`config.mk`:
```
export PLATFORM = sky130hd
export DESIGN_NAME = mux_2
export DESIGN_NICKNAME = d
export VERILOG_FILES = /design/src/rtl/cpu_pkg.sv /design/src/rtl/mux_2_pipe_reg.sv /design/src/rtl/mux_2.sv
export SDC_FILE = /design/constraint.sdc
export NUM_CORES = 1
export LEC_CHECK = 0
export ABC_AREA = 0
export BUFFER_PORTS_ARGS = -buffer_cell sky130_fd_sc_hd__buf_2
export CAP_MARGIN = 30
export CORE_AREA = 2 2 39 41
export CTS_BUF_LIST = sky130_fd_sc_hd__clkbuf_16
export DETAILED_ROUTE_END_ITERATION = 12
export DIE_AREA = 0 0 41 43
export PLACE_DENSITY = 0.41
export SETUP_SLACK_MARGIN = 0.3
export SLEW_MARGIN = 20
export SYNTH_ARGS = -nofsm -noshare
export SYNTH_HDL_FRONTEND = slang
export SYNTH_SLANG_ARGS = --single-unit
```
`constraint.sdc`:
```
create_clock -name clk -period 0.86 [get_ports clk]
set_clock_uncertainty 0.15 [all_clocks]
set_input_delay 0.129 -clock clk [delete_from_list [all_inputs] [get_ports clk]]
set_output_delay 0.129 -clock clk [all_outputs]
set_load 0.02 [all_outputs]
```
`src/rtl/cpu_pkg.sv`:
```
// Shared CPU datapath definitions: register-address width, write-address select
// encoding and the default link register used by the write-address selector.
package cpu_pkg;

    localparam int REG_AD_W         = 3;
    localparam int LINK_REG_DEFAULT = (1 << REG_AD_W) - 1;

    typedef enum logic [1:0] {
        WR_SEL_RT   = 2'd0,
        WR_SEL_RD   = 2'd1,
        WR_SEL_LINK = 2'd2,
        WR_SEL_RSVD = 2'd3
    } wr_sel_t;

    function automatic logic is_rsvd_sel(input wr_sel_t sel);
        return (sel == WR_SEL_RSVD);
    endfunction

endpackage

```
`src/rtl/mux_2_pipe_reg.sv`:
```
// Plain synchronous-reset pipeline flop for the selected write address plus its
// write enable; no stall, cleared to zero while rst is high.
module mux_2_pipe_reg #(
    parameter int W = 4
) (
    input  logic         clk,
    input  logic         rst,
    input  logic [W-1:0] i_d,
    output logic [W-1:0] o_q
);

    logic [W-1:0] r_q;

    always_ff @(posedge clk) begin
        if (rst) begin
            r_q <= '0;
        end else begin
            r_q <= i_d;
        end
    end

    assign o_q = r_q;

endmodule

```
`src/rtl/mux_2.sv`:
```
// Register-file write-address selector: rt / rd / link register under M2, with a
// one-cycle registered copy of address and write enable.
// Optional macro MUX_2_ZERO_GUARD_EN suppresses registered writes to address 0.
module mux_2
    import cpu_pkg::*;
#(
    parameter int N        = REG_AD_W,
    parameter int LINK_REG = (1 << N) - 1
) (
    input  logic         clk,
    input  logic         rst,
    input  wr_sel_t      M2,
    input  logic [N-1:0] rt,
    input  logic [N-1:0] rd,
    input  logic         reg_wr_en,
    output logic [N-1:0] Reg_write_ad,
    output logic         sel_err,
    output logic [N-1:0] Reg_write_ad_q,
    output logic         reg_wr_en_q
);

    localparam logic [N-1:0] LINK_AD = N'(LINK_REG);

    logic         w_wr_en_next;
    logic [N:0]   w_pipe_d;
    logic [N:0]   w_pipe_q;

    // Unknown selects fall into the default branch and yield address 0.
    always_comb begin
        Reg_write_ad = '0;
        sel_err      = 1'b0;
        case (M2)
            WR_SEL_RT:   Reg_write_ad = rt;
            WR_SEL_RD:   Reg_write_ad = rd;
            WR_SEL_LINK: Reg_write_ad = LINK_AD;
            WR_SEL_RSVD: sel_err      = 1'b1;
            default:     Reg_write_ad = '0;
        endcase
    end

`ifdef MUX_2_ZERO_GUARD_EN
    // Register 0 is hard-wired, so a write aimed at it is dropped.
    assign w_wr_en_next = reg_wr_en & ~sel_err & (|Reg_write_ad);
`else
    assign w_wr_en_next = reg_wr_en & ~sel_err;
`endif

    assign w_pipe_d = {w_wr_en_next, Reg_write_ad};

    mux_2_pipe_reg #(
        .W (N + 1)
    ) u_pipe_reg (
        .clk (clk),
        .rst (rst),
        .i_d (w_pipe_d),
        .o_q (w_pipe_q)
    );

    assign Reg_write_ad_q = w_pipe_q[N-1:0];
    assign reg_wr_en_q    = w_pipe_q[N];

endmodule

```
==> results.json, run 1 <==
{
  "status": "finished with violations",
  "violations": "hold timing, setup timing",
  "worst_ep_required_time_ns": 0.58,
  "tightest_slew_ns": 0.163,
  "clk_path_buf_depth": 2,
  "hold_viol": 1,
  "cp_num_buf_inv": 2,
  "fin_util_pct": 45.6,
  "num_vias": 275,
  "placed_cells": 58,
  "cts_sinks": 4,
  "fp.dieH_um": 43,
  "drtAntennaViolNets": 0,
  "grt_max_degree": 11,
  "core_region_area_um2": 1380,
  "die_area_um2": 1760,
  "worstSetupStartpointType": "input port",
  "synth-main-ff-cell": "dfxtp_1",
  "design_power_total_mw": 1.18,
  "drt_pass1_iterations": 1,
  "drc": 0,
  "critPathKind": "in2out",
  "hold_class": "in2reg",
  "crit_chain": "buf_8, and2b_2, o2bb2ai_2, buf_6",
  "maxSlewHeadroom_pct": 89.1,
  "synth_top_area_share_pct": 37.9,
  "synth-seq-cells": 4,
  "area_growth_pct": 198,
  "worstPathArrival_ns": 0.75,
  "cts_root_buf": "clkbuf_16",
  "period_needed_ns": 1.03,
  "critPathMaxFanout": 3,
  "finalCritPeriodShare_pct": 119,
  "io_pins": 19,
  "drt_first_iter_violations": 0,
  "cp_top_family": "simple AND/OR/NAND/NOR gates",
  "synth-edff-count": 0,
  "yosysMostFrequentCell": "dfxtp_1",
  "gp_congestion": 0.670,
  "slew_viol_final": 0,
  "clk_pin_slew_worst_paths_ns": 0.03,
  "wire_per_inst_um": 11.7,
  "fin_hold_ws_ns": -0.00991,
  "grt_pass1_vias": 279,
  "synth.distinct_cells": 9,
  "routed_via_density": 4.37,
  "ys_async_sr_fraction_pct": 0,
  "die-width_um": 41,
  "drive_above_1_share_pct": 97.9,
  "synthCells": 20,
  "cp_slowest_stage_delay_ns": 0.26,
  "finalNetCount": 60,
  "grt-ovfl-total": 0,
  "io_buffers": 18,
  "synthTopCellsByArea": "dfxtp_1 (38%), nand4bb_1 (16%), o2bb2ai_1 (12%)",
  "final_cell_area_um2": 631,
  "slowest_stage": "and2b_2",
  "place_area_um2": 410,
  "start_util_pct": 15.3,
  "avgSynthCellArea_um2": 10.6,
  "rsz0062_at_grt": "yes",
  "finalSetupViolCount": 8,
  "pwr_density_cell_nw_per_um2": 1870,
  "numCtsBuffers": 3,
  "routed_wl_um": 739,
  "worstSetupEndpointType": "output pin",
  "largest_reg_flops": 4,
  "synth_top_cell_by_area": "dfxtp_1",
  "antenna_found_initial": 0,
  "p_leak_nw": 0.265,
  "netlist_top_cells_count": "dfxtp_1 (4), nand4bb_1 (3), nor2_1 (3), o2bb2ai_1 (3), o31ai_1 (3)",
  "synth_area_um2": 211,
  "synth_warnings": 0,
  "ys_seq_area_share_pct": 37.9,
  "htreeDepth": 1,
  "antenna_cells": 0,
  "grt_first_pass_wirelength_um": 1180,
  "irDropWorstVdd_mv": 0.683,
  "num_rows": 14,
  "instances_no_fill": 63,
  "fin_ws_ns": -0.167,
  "syn-num-nets": 31,
  "max_cap_viol_count": 0,
  "cts_tree": "built",
  "fmax_mhz": 974,
  "grt.total_usage_pct": 10.5
}
-- final cells by class --
| class | instances | area (um^2) |
|---|---|---|
| Multi-Input combinational cell | 15 | 220 |
| Timing Repair Buffer | 25 | 220 |
| Clock buffer | 3 | 75.1 |
| Sequential cell | 4 | 95.1 |
| Fill cell | 133 | 753 |
| Tap cell | 16 | 20.0 |
-- final timing paths --
kind	start	slack [ns]	to	cells after the start
setup / recovery	M2[1]	-0.17	Reg_write_ad[0]	4
hold / removal	reg_wr_en	-0.01	u_pipe_reg.o_q[3]	2
-- report_power, final --
part	switching, mW	internal, mW
registers	0.00504	0.196
logic	0.113	0.142
clock network	0.126	0.594
-- logic make-up (layout without fill, tap and decap cells) --
logic type / Yosys count / count (layout) / synth area share [%]
and+or+nand+nor: 9 / 9 / 35.5
AOI/OAI and AO/OA: 6 / 6 / 23.1
DFF: 4 / 4 / 37.9
buffers and inverters: 1 / 28 / 3.55
-- metrics by stage --
step           TNS, ns  setup WS (ns)
3_3_place_gp     -1.21         -0.221
2_1_floorplan   -0.163        -0.0559
3_5_place_dp     -1.30         -0.239
5_1_grt          -1.12         -0.192
4_1_cts          -1.01         -0.186
6_report        -0.977         -0.167
-- placed cells by master, fill, tap and decap left out --
| cell | synthesis | layout |
|---|---|---|
| buf_12 | 0 | 1 |
| nand4bb_4 | 0 | 2 |
| o2bb2ai_2 | 0 | 2 |
| buf_4 | 1 | 3 |
| buf_6 | 0 | 10 |
| dfxtp_4 | 0 | 4 |
| nor2_4 | 0 | 2 |
| and2_4 | 1 | 1 |
| buf_8 | 0 | 1 |
| nand4bb_1 | 3 | 1 |
| o31ai_2 | 0 | 3 |
| and2b_2 | 1 | 1 |
| nor3b_2 | 1 | 1 |
| clkbuf_16 | 0 | 3 |
| o2bb2ai_4 | 0 | 1 |
| buf_2 | 0 | 10 |
| nor2_2 | 0 | 1 |
-- what timing repair did --
item,in CTS,in global routing
resized for setup,28,2
setup buffers,2,0
hold endpoints to repair,1,1
pin swaps,4,4
setup endpoints to repair,12,12
-- routing by layer --
metal | track usage, % | vias up | wire length (um) | share of wire (%)
met3 | 4.71 | 3 | 77 | 10
met4 | 10.0 | 0 | 25 | 3.4
met5 | 0 | - | 0 | 0
met1 | 10.5 | 122 | 244 | 33
met2 | 15.0 | 16 | 390 | 53
li1 | - | 134 | - | -
Note: power is estimated with default switching activity, not from simulation.
==> inputs of run 2 (changes only) <==
--- a/config.mk
+++ b/config.mk
@@ -12,9 +12,11 @@
 export CTS_BUF_LIST = sky130_fd_sc_hd__clkbuf_16
 export DETAILED_ROUTE_END_ITERATION = 12
 export DIE_AREA = 0 0 41 43
-export PLACE_DENSITY = 0.41
+export GPL_TIMING_DRIVEN = 1
+export PLACE_DENSITY = 0.37
 export SETUP_SLACK_MARGIN = 0.3
 export SLEW_MARGIN = 20
 export SYNTH_ARGS = -nofsm -noshare
 export SYNTH_HDL_FRONTEND = slang
+export SYNTH_HIERARCHICAL = 1
 export SYNTH_SLANG_ARGS = --single-unit
==> run 2 against run 1 <==
  * The flow still finishes with violations (hold timing, setup timing)
  * Sequential share of layout area is 1.6 points higher
  * Utilization fell by 7.7 points
  * Critical path depth is the same
  * Global-route usage shrank 1.8 points
  * Total power is 1.6% lower
  * Non-clock buffer count fell by 3
  * Worst hold slack got worse by 0.037 ns
  * Wire length shrank 19%
  * Final cell count down 6.3%
  * Critical endpoint is now Reg_write_ad[1]
==> results.json, run 2 <==
{
  "pwr_density_cell_nw_per_um2": 2210,
  "critPathKind": "in2out",
  "irDropWorstVdd_mv": 0.549,
  "syn-num-nets": 28,
  "hold_class": "in2reg",
  "grt.total_usage_pct": 8.73,
  "drt_first_iter_violations": 1,
  "hold_depth": 2,
  "routed_wl_um": 597,
  "synthCells": 17,
  "worstSetupEndpointType": "output pin",
  "cts_root_buf": "clkbuf_16",
  "htreeDepth": 1,
  "violations": "hold timing, setup timing",
  "grt_max_degree": 6,
  "synth_area_um2": 171,
  "finalSetupViolCount": 9,
  "worst_ep_required_time_ns": 0.58,
  "finalNetCount": 55,
  "rsz0062_at_grt": "yes",
  "crit_chain": "buf_8, nor2b_4, o2bb2ai_4, buf_6",
  "num_rows": 14,
  "gp_congestion": 0.764,
  "cp_top_family": "buffers and inverters",
  "cts_sinks": 4,
  "fin_ws_ns": -0.139,
  "min_from": "rst",
  "fp.dieH_um": 43,
  "numCtsBuffers": 3,
  "fin_hold_ws_ns": -0.0473,
  "grt_first_pass_wirelength_um": 903,
  "cts_tree": "built",
  "drive_above_1_share_pct": 79.1,
  "yosysMostFrequentCell": "nor2b_1",
  "n_fill_cell": 138,
  "tightest_slew_ns": 0.237,
  "ys_seq_area_share_pct": 46.7,
  "cp_num_buf_inv": 2,
  "core_region_area_um2": 1380,
  "finalCritPeriodShare_pct": 116,
  "cp.depth": 4,
  "period_needed_ns": 0.999,
  "synth-seq-cells": 4,
  "avgSynthCellArea_um2": 10.1,
  "antenna_found_initial": 0,
  "synth.distinct_cells": 6,
  "final_cell_area_um2": 524,
  "fmax_mhz": 1000,
  "die-width_um": 41,
  "synth_top_area_share_pct": 46.7,
  "io_pins": 19,
  "synth-main-ff-cell": "dfxtp_1",
  "antenna_cells": 0,
  "finalSetupTns_ns": -0.788,
  "final_cell_mix": "buf_6 (10), buf_2 (8), nor2b_1 (5)",
  "max_cap_viol_count": 0,
  "pre_cts_slack_ns": -0.157,
  "p_leak_nw": 0.240,
  "status": "finished with violations",
  "final_common_cell": "buf_6",
  "drc": 0,
  "slew_viol_final": 0,
  "clk_path_buf_depth": 2,
  "synthTopCellsByArea": "dfxtp_1 (47%), nor2b_1 (18%), o2bb2ai_1 (15%)",
  "worstSetupStartpointType": "input port",
  "start_util_pct": 12.4,
  "wire_per_inst_um": 10.1,
  "startpoint": "M2[1]",
  "num_vias": 221,
  "worstPathArrival_ns": 0.72,
  "drt_pass1_iterations": 2,
  "place_area_um2": 312,
  "grt-ovfl-total": 0,
  "synth_top_cell_by_area": "dfxtp_1",
  "die_area_um2": 1760,
  "io_buffers": 18,
  "drtAntennaViolNets": 0,
  "netlist_top_cells_count": "nor2b_1 (5), dfxtp_1 (4), nor2_1 (3), o2bb2ai_1 (3)",
  "cp_slowest_stage_delay_ns": 0.20,
  "synth_warnings": 6,
  "critPathMaxFanout": 5,
  "synth-edff-count": 0,
  "routed_via_density": 3.75,
  "clk_pin_slew_worst_paths_ns": 0.03,
  "grt_pass1_vias": 249,
  "area_growth_pct": 206,
  "design_power_total_mw": 1.16,
  "ys_async_sr_fraction_pct": 0,
  "slowest_stage": "nor2b_4",
  "largest_reg_flops": 4,
  "maxSlewHeadroom_pct": 84.1,
  "hold_viol": 4
}
-- run 2: cell count changes after synthesis --
cell,previous run,this run
nand4bb_1,3,0
nor3b_2,1,0
nor2b_4,0,1
o31ai_1,3,0
buf_4,1,0
nor2b_1,0,5
and2b_2,1,0
-- run 2: final timing paths --
kind | to | slack (ns)
worst max-delay path | Reg_write_ad[1] | -0.14
worst min-delay path | u_pipe_reg/o_q[3] | -0.05
-- run 2: timing repair --
action                                  CTS  global route
endpoints found under the setup margin   12            12
gates resized for setup                  26             1
endpoints found under the hold margin     4             4
buffers inserted                          2             1
pin swaps                                 3             2
-- run 2: cells by family (layout without fill, tap and decap cells) --
family | Yosys count | in the layout | share of synthesized area (%)
simple gates | 10 | 10 | 38.0
compound gates | 3 | 3 | 15.3
flops | 4 | 4 | 46.7
buf+inv | 0 | 26 | 0
-- run 2: layout make-up --
cell class                 instances  area (um^2)  share of cell area, %
clock buffer                       3         75.1                   14.3
clock inverter                     1         3.75                  0.716
multi-input combinational         13          148                   28.2
sequential                         4         87.6                   16.7
tap                               16         20.0                   3.82
timing repair buffer              22          190                   36.3
-- run 2: through the flow --
stage | util [%] | cells
5_1_grt | 37.9 | 59
2_1_floorplan | - | 17
6_report | 37.9 | 59
3_3_place_gp | 22.5 | 52
3_5_place_dp | 22.5 | 52
4_1_cts | 36.4 | 58
-- run 2: metal layers --
layer,part of all wire (%),global-route usage (%),vias to the layer above
met1,33,6.73,89
met3,21,5.76,2
li1,-,-,109
met5,0,0,-
met2,43,12.5,21
met4,3.0,10.0,0
-- run 2: power by group --
group	total, mW	switching, mW	internal (mW)
clock	0.739	0.138	0.601
sequential	0.204	0.00486	0.199
combinational	0.214	0.0926	0.121
total	1.16	0.236	0.921
